[src/rtl/fft12_pkg.sv]
// ============================================================================
// Module   : fft12_pkg
// Purpose  : Shared constants and sample/frame types for the 12-point FFT
//            input framer.
// Revision : 1.0
// ============================================================================
`default_nettype none

package fft12_pkg;

    localparam int N_PT   = 12;
    localparam int DATA_W = 16;
    localparam int CNT_W  = 4;

    localparam logic [CNT_W-1:0] LAST_IDX = 4'd11;

    typedef logic signed [DATA_W-1:0] sample_t;
    typedef sample_t                  frame_t [N_PT];

endpackage

`default_nettype wire

[src/rtl/fft12_frame_bank.sv]
// ============================================================================
// Module   : fft12_frame_bank
// Purpose  : One 12-entry re/im frame buffer with write index, full flag and
//            realignment pulse; instantiated twice as a ping-pong pair.
// Revision : 1.0
// ============================================================================
`default_nettype none

module fft12_frame_bank #(
    parameter int DATA_W = 16
) (
    input  logic                               clk,
    input  logic                               rst,
    input  logic                               wr_en_i,
    input  logic                               first_i,
    input  logic                               clr_i,
    input  logic [DATA_W-1:0]                  din_re_i,
    input  logic [DATA_W-1:0]                  din_im_i,
    output logic                               full_o,
    output logic                               done_o,
    output logic                               align_o,
    output logic [fft12_pkg::N_PT*DATA_W-1:0]  frame_re_o,
    output logic [fft12_pkg::N_PT*DATA_W-1:0]  frame_im_o
);
    import fft12_pkg::*;

    logic [DATA_W-1:0] re_q [N_PT];
    logic [DATA_W-1:0] im_q [N_PT];
    logic [CNT_W-1:0]  cnt_q, cnt_d;
    logic              full_q, full_d;
    logic              align_q;

    logic              w_realign;
    logic [CNT_W-1:0]  w_wr_idx;

    // A first-marked sample arriving mid-frame restarts the frame in place.
    assign w_realign = first_i && (cnt_q != '0);
    assign w_wr_idx  = w_realign ? '0 : cnt_q;
    assign done_o    = wr_en_i && !w_realign && (cnt_q == LAST_IDX);

    always_comb begin
        cnt_d  = cnt_q;
        full_d = full_q;
        if (wr_en_i) begin
            if (w_realign) begin
                cnt_d = CNT_W'(1);
            end else if (cnt_q == LAST_IDX) begin
                cnt_d  = '0;
                full_d = 1'b1;
            end else begin
                cnt_d = cnt_q + 1'b1;
            end
        end
        if (clr_i) begin
            full_d = 1'b0;
        end
    end

    always_ff @(posedge clk) begin
        if (rst) begin
            for (int k = 0; k < N_PT; k++) begin
                re_q[k] <= '0;
                im_q[k] <= '0;
            end
            cnt_q   <= '0;
            full_q  <= 1'b0;
            align_q <= 1'b0;
        end else begin
            cnt_q   <= cnt_d;
            full_q  <= full_d;
            align_q <= wr_en_i && w_realign;
            if (wr_en_i) begin
                re_q[w_wr_idx] <= din_re_i;
                im_q[w_wr_idx] <= din_im_i;
            end
        end
    end

    assign full_o  = full_q;
    assign align_o = align_q;

    generate
        for (genvar k = 0; k < N_PT; k++) begin : g_flat
            assign frame_re_o[DATA_W*k +: DATA_W] = re_q[k];
            assign frame_im_o[DATA_W*k +: DATA_W] = im_q[k];
        end
    endgenerate

endmodule

`default_nettype wire

[src/rtl/fft12_input_framer.sv]
// ============================================================================
// Module   : fft12_input_framer
// Purpose  : Streaming sample-to-frame assembler with ping-pong buffering in
//            front of the 12-point FFT. FFT12_PRESCALE_EN enables the input
//            arithmetic right shift by PRESCALE_SHIFT.
// Revision : 1.0
// ============================================================================
`default_nettype none

module fft12_input_framer #(
    parameter int DATA_W         = 16,
    parameter int PRESCALE_SHIFT = 4
) (
    input  logic                               clk,
    input  logic                               rst,
    input  logic                               in_valid,
    output logic                               in_ready,
    input  logic                               in_first,
    input  logic [DATA_W-1:0]                  in_re,
    input  logic [DATA_W-1:0]                  in_im,
    output logic                               frame_valid,
    input  logic                               frame_ready,
    output logic [fft12_pkg::N_PT*DATA_W-1:0]  frame_re,
    output logic [fft12_pkg::N_PT*DATA_W-1:0]  frame_im,
    output logic                               align_err
);
    import fft12_pkg::*;

    logic                       wr_sel_q, wr_sel_d;
    logic                       rd_sel_q, rd_sel_d;

    logic [1:0]                 w_full;
    logic [1:0]                 w_done;
    logic [1:0]                 w_align;
    logic [1:0]                 w_wr_en;
    logic [1:0]                 w_clr;
    logic                       w_accept;
    logic                       w_consume;
    logic [DATA_W-1:0]          w_re;
    logic [DATA_W-1:0]          w_im;
    logic [N_PT*DATA_W-1:0]     w_bank_re [2];
    logic [N_PT*DATA_W-1:0]     w_bank_im [2];

`ifdef FFT12_PRESCALE_EN
    assign w_re = $signed(in_re) >>> PRESCALE_SHIFT;
    assign w_im = $signed(in_im) >>> PRESCALE_SHIFT;
`else
    assign w_re = in_re;
    assign w_im = in_im;
`endif

    assign in_ready    = !rst && !w_full[wr_sel_q];
    assign w_accept    = in_valid && in_ready;
    assign frame_valid = w_full[rd_sel_q];
    assign w_consume   = frame_valid && frame_ready;

    generate
        for (genvar b = 0; b < 2; b++) begin : g_bank
            assign w_wr_en[b] = w_accept  && (wr_sel_q == 1'(b));
            assign w_clr[b]   = w_consume && (rd_sel_q == 1'(b));

            fft12_frame_bank #(
                .DATA_W (DATA_W)
            ) u_bank (
                .clk        (clk),
                .rst        (rst),
                .wr_en_i    (w_wr_en[b]),
                .first_i    (in_first),
                .clr_i      (w_clr[b]),
                .din_re_i   (w_re),
                .din_im_i   (w_im),
                .full_o     (w_full[b]),
                .done_o     (w_done[b]),
                .align_o    (w_align[b]),
                .frame_re_o (w_bank_re[b]),
                .frame_im_o (w_bank_im[b])
            );
        end
    endgenerate

    always_comb begin
        wr_sel_d = wr_sel_q ^ w_done[wr_sel_q];
        rd_sel_d = rd_sel_q ^ w_consume;
    end

    always_ff @(posedge clk) begin
        if (rst) begin
            wr_sel_q <= 1'b0;
            rd_sel_q <= 1'b0;
        end else begin
            wr_sel_q <= wr_sel_d;
            rd_sel_q <= rd_sel_d;
        end
    end

    // Output comes straight from bank registers, so it holds while stalled.
    assign frame_re  = rd_sel_q ? w_bank_re[1] : w_bank_re[0];
    assign frame_im  = rd_sel_q ? w_bank_im[1] : w_bank_im[0];
    assign align_err = |w_align;

endmodule

`default_nettype wire
[config.mk]
export PLATFORM = sky130hd
export DESIGN_NAME = fft12_input_framer
export DESIGN_NICKNAME = d
export VERILOG_FILES = /design/src/rtl/fft12_pkg.sv /design/src/rtl/fft12_frame_bank.sv /design/src/rtl/fft12_input_framer.sv
export SDC_FILE = /design/constraint.sdc
export NUM_CORES = 1
export LEC_CHECK = 0
export BUFFER_PORTS_ARGS = -buffer_cell sky130_fd_sc_hd__buf_4
export CORE_ASPECT_RATIO = 0.8
export CORE_MARGIN = 5
export CORE_UTILIZATION = 55
export CTS_BUF_LIST = sky130_fd_sc_hd__clkbuf_2 sky130_fd_sc_hd__clkbuf_4 sky130_fd_sc_hd__clkbuf_8
export DETAILED_ROUTE_END_ITERATION = 8
export PLACE_DENSITY = 0.83
export SYNTH_ARGS = -nofsm -noshare
export SYNTH_HDL_FRONTEND = slang
export SYNTH_SLANG_ARGS = --single-unit
[constraint.sdc]
create_clock -name clk -period 4.2 [get_ports clk]
set_input_delay 0.63 -clock clk [delete_from_list [all_inputs] [get_ports clk]]
set_output_delay 0.63 -clock clk [all_outputs]
set_load 0.02 [all_outputs]
==> impl_metrics.ini <==
[power_and_ir_drop]
p_per_area_mw_per_mm2 = 401
p_leak_nw = 16.2
vdd_drop_max_mv = 0.228

[floorplan]
die_y_um = 233
die_x_um = 289
core_mm2 = 0.0614
ios = 424
rows = 81
die_area_mm2 = 0.0675
initial_utilization_pct = 55.9

[synth]
synth.distinct_cells = 52
synth.largest_area_cell = edfxtp_1
yosysSeqAreaShare_pct = 68.0
ys_warn_count = 0
synth-main-ff-cell = edfxtp_1
synth_edf_count = 768
synth-async-reset-ratio_pct = 0
postSynthCellCount = 2331
ys_seq_elements = 782
synth_nets = 2374
synthTopCellsByArea = edfxtp_1, mux2_2, and2_1
synth_area_mm2 = 0.0343
synth_top_area_share_pct = 67.2
syn_area_per_cell_um2 = 14.7

[grt]
met1_usage_pct = 38.7
met2_usage_pct = 42.5
use_met3_pct = 6.36
grt_overflow_total = 0
grt_pass1_wl_mm = 137
antenna_found_initial = 1
grt_max_degree = 101
top_usage_layer = met2
grtUsageTotal_pct = 27.2
grt_pass1_vias = 21300

[setup_path]
crit_start = rd_sel_q
start_kind = flip-flop
path_max_fanout = 54
cp.required_ps = 3570
r2r-start = g_bank[1].u_bank.cnt_q[0]
setup.worst_path.class = reg -> out
crit_path_end_kind = output pin
r2r-end = g_bank[1].u_bank.re_q[3][6]
cp.arrival_ps = 2770
endpoint = frame_re[155]
reg2reg_slack_ps = 1020
r2r_cells = 7

[clocking]
postCtsHoldBufs = 0
root_buffer = clkbuf_8
post-cts-setup-buffers = 0
clock_latency_ps = 730
cts_buffers = 116
htree_levels = 3
cts_resized = 0
cts_sinks = 782
cts.clk_slew.worst_paths_ps = 60
cts_tree = yes
clk_path_buf_depth = 3

[sta]
layout_setup_ws_ps = 798
rsz0062_at_grt = false
min_period_ps = 3400
skew_ps = 26.0
max_freq_mhz = 294
fin_setup_tns_ps = 0
drv_slew = 0
hold_viol_final = 0
slew_headroom_pct = 31.0
tightest_slew_ps = 1030
period_share_pct = 81.0
setup_violations = 0

[run]
cap_violations = 0

[placement]
dp_hpwl_mm = 60.5
gp_congestion = 0.896
place_area_mm2 = 0.0383
io_buffers = 423
pre_cts_slack_ps = 832

[drt]
vias = 21400
drt_wl_total_mm = 93.6
drtIter0Drc = 2589
firstDrtPassIters = 6
drc = 0
via_per_inst = 5.89
ant_nets = 0
wl_per_cell_um = 25.8

[cells_and_area]
final_design_area_no_fill_mm2 = 0.0406
nets = 2740
final_common_cell = edfxtp_1
final_cell_mix = edfxtp_1, buf_4, mux2_2, and2_1, and3_1
syn_to_final_growth_pct = 18.4
fillCellCount = 4254
post_route_cells_drive_above_1_share_pct = 39.2
utilization_pct = 66.2

[run_status]
status = finished clean

[worst_hold_path]
hold_class = in -> reg
min_from = frame_ready
-- power by group --
group	total (mW)	internal, mW	switching, mW
registers	8.91	8.83	0.0796
logic	1.10	0.363	0.733
clock network	6.29	3.37	2.92
-- metrics by stage --
step                      cells  total power, mW  hold slack, ps
final                      3628             16.3             343
after floorplan            2331             9.60             478
after detailed placement   3409             10.2             533
after CTS                  3626             16.4             299
after global routing       3627             16.8             329
after global placement     3409             10.1             498
-- cell type report --
| type | instances | area, µm² | share of cell area [%] |
|---|---|---|---|
| Antenna cell | 2 | 5.00 | 0.0123 |
| Clock buffer | 154 | 1890 | 4.66 |
| Clock inverter | 63 | 474 | 1.17 |
| Inverter | 11 | 41.3 | 0.102 |
| Multi-Input combinational cell | 1307 | 10200 | 25.0 |
| Sequential cell | 782 | 23300 | 57.5 |
| Tap cell | 830 | 1040 | 2.56 |
| Timing Repair Buffer | 479 | 3680 | 9.06 |
-- worst max-delay path, stage by stage (launching register included) --
cell and delay, ps:
dfxtp_4 940, buf_4 430, mux2_2 400, buf_4 170
-- cells by family (layout without fill, tap and decap cells) --
family / after synthesis / after routing / share of synthesized area, %
other cells: 0 / 2 / 0
fa+ha+maj: 6 / 6 / 0.219
compound gates: 44 / 44 / 1.19
flops: 782 / 782 / 68.0
simple gates: 873 / 873 / 15.2
buf+inv: 242 / 707 / 2.75
mux: 384 / 384 / 12.6
-- flip-flops by register name (all words and copies together), names as in the netlist --
name,cells
g_bank.u_bank.im_q,384
g_bank.u_bank.re_q,384
g_bank.u_bank.cnt_q,8
g_bank.u_bank.align_o,2
g_bank.u_bank.full_o,2
rd_sel_q,1
wr_sel_q,1
-- worst min-delay path by stage --
stage,end,slack (ps),cells past startpoint
floorplan,g_bank[0].u_bank.full_o,480,2
global placement,g_bank[0].u_bank.full_o,500,2
detailed placement,g_bank[0].u_bank.full_o,530,2
CTS,rd_sel_q,300,4
global route,rd_sel_q,330,4
finish,rd_sel_q,340,4
-- cell usage after synthesis (4+ instances only) --
master / number
mux2_2: 384
nor3_2: 4
nand2b_1: 7
or2_2: 15
and2_1: 353
clkbuf_2: 18
ha_1: 6
inv_1: 11
clkbuf_1: 205
o21ai_0: 5
nand2_1: 38
buf_2: 5
edfxtp_1: 768
nor2_1: 136
and3_1: 226
dfxtp_1: 14
a21oi_1: 5
nor3b_1: 65
a2111oi_4: 4
a21o_1: 11
-- metal layers --
metal  up-vias  routed length (µm)
met5         -                   0
met4         0                2640
met3       162               10100
met2      1296               44000
met1     10700               36900
li1       9211                   -
No activity file was read; power rests on OpenSTA's default activity.
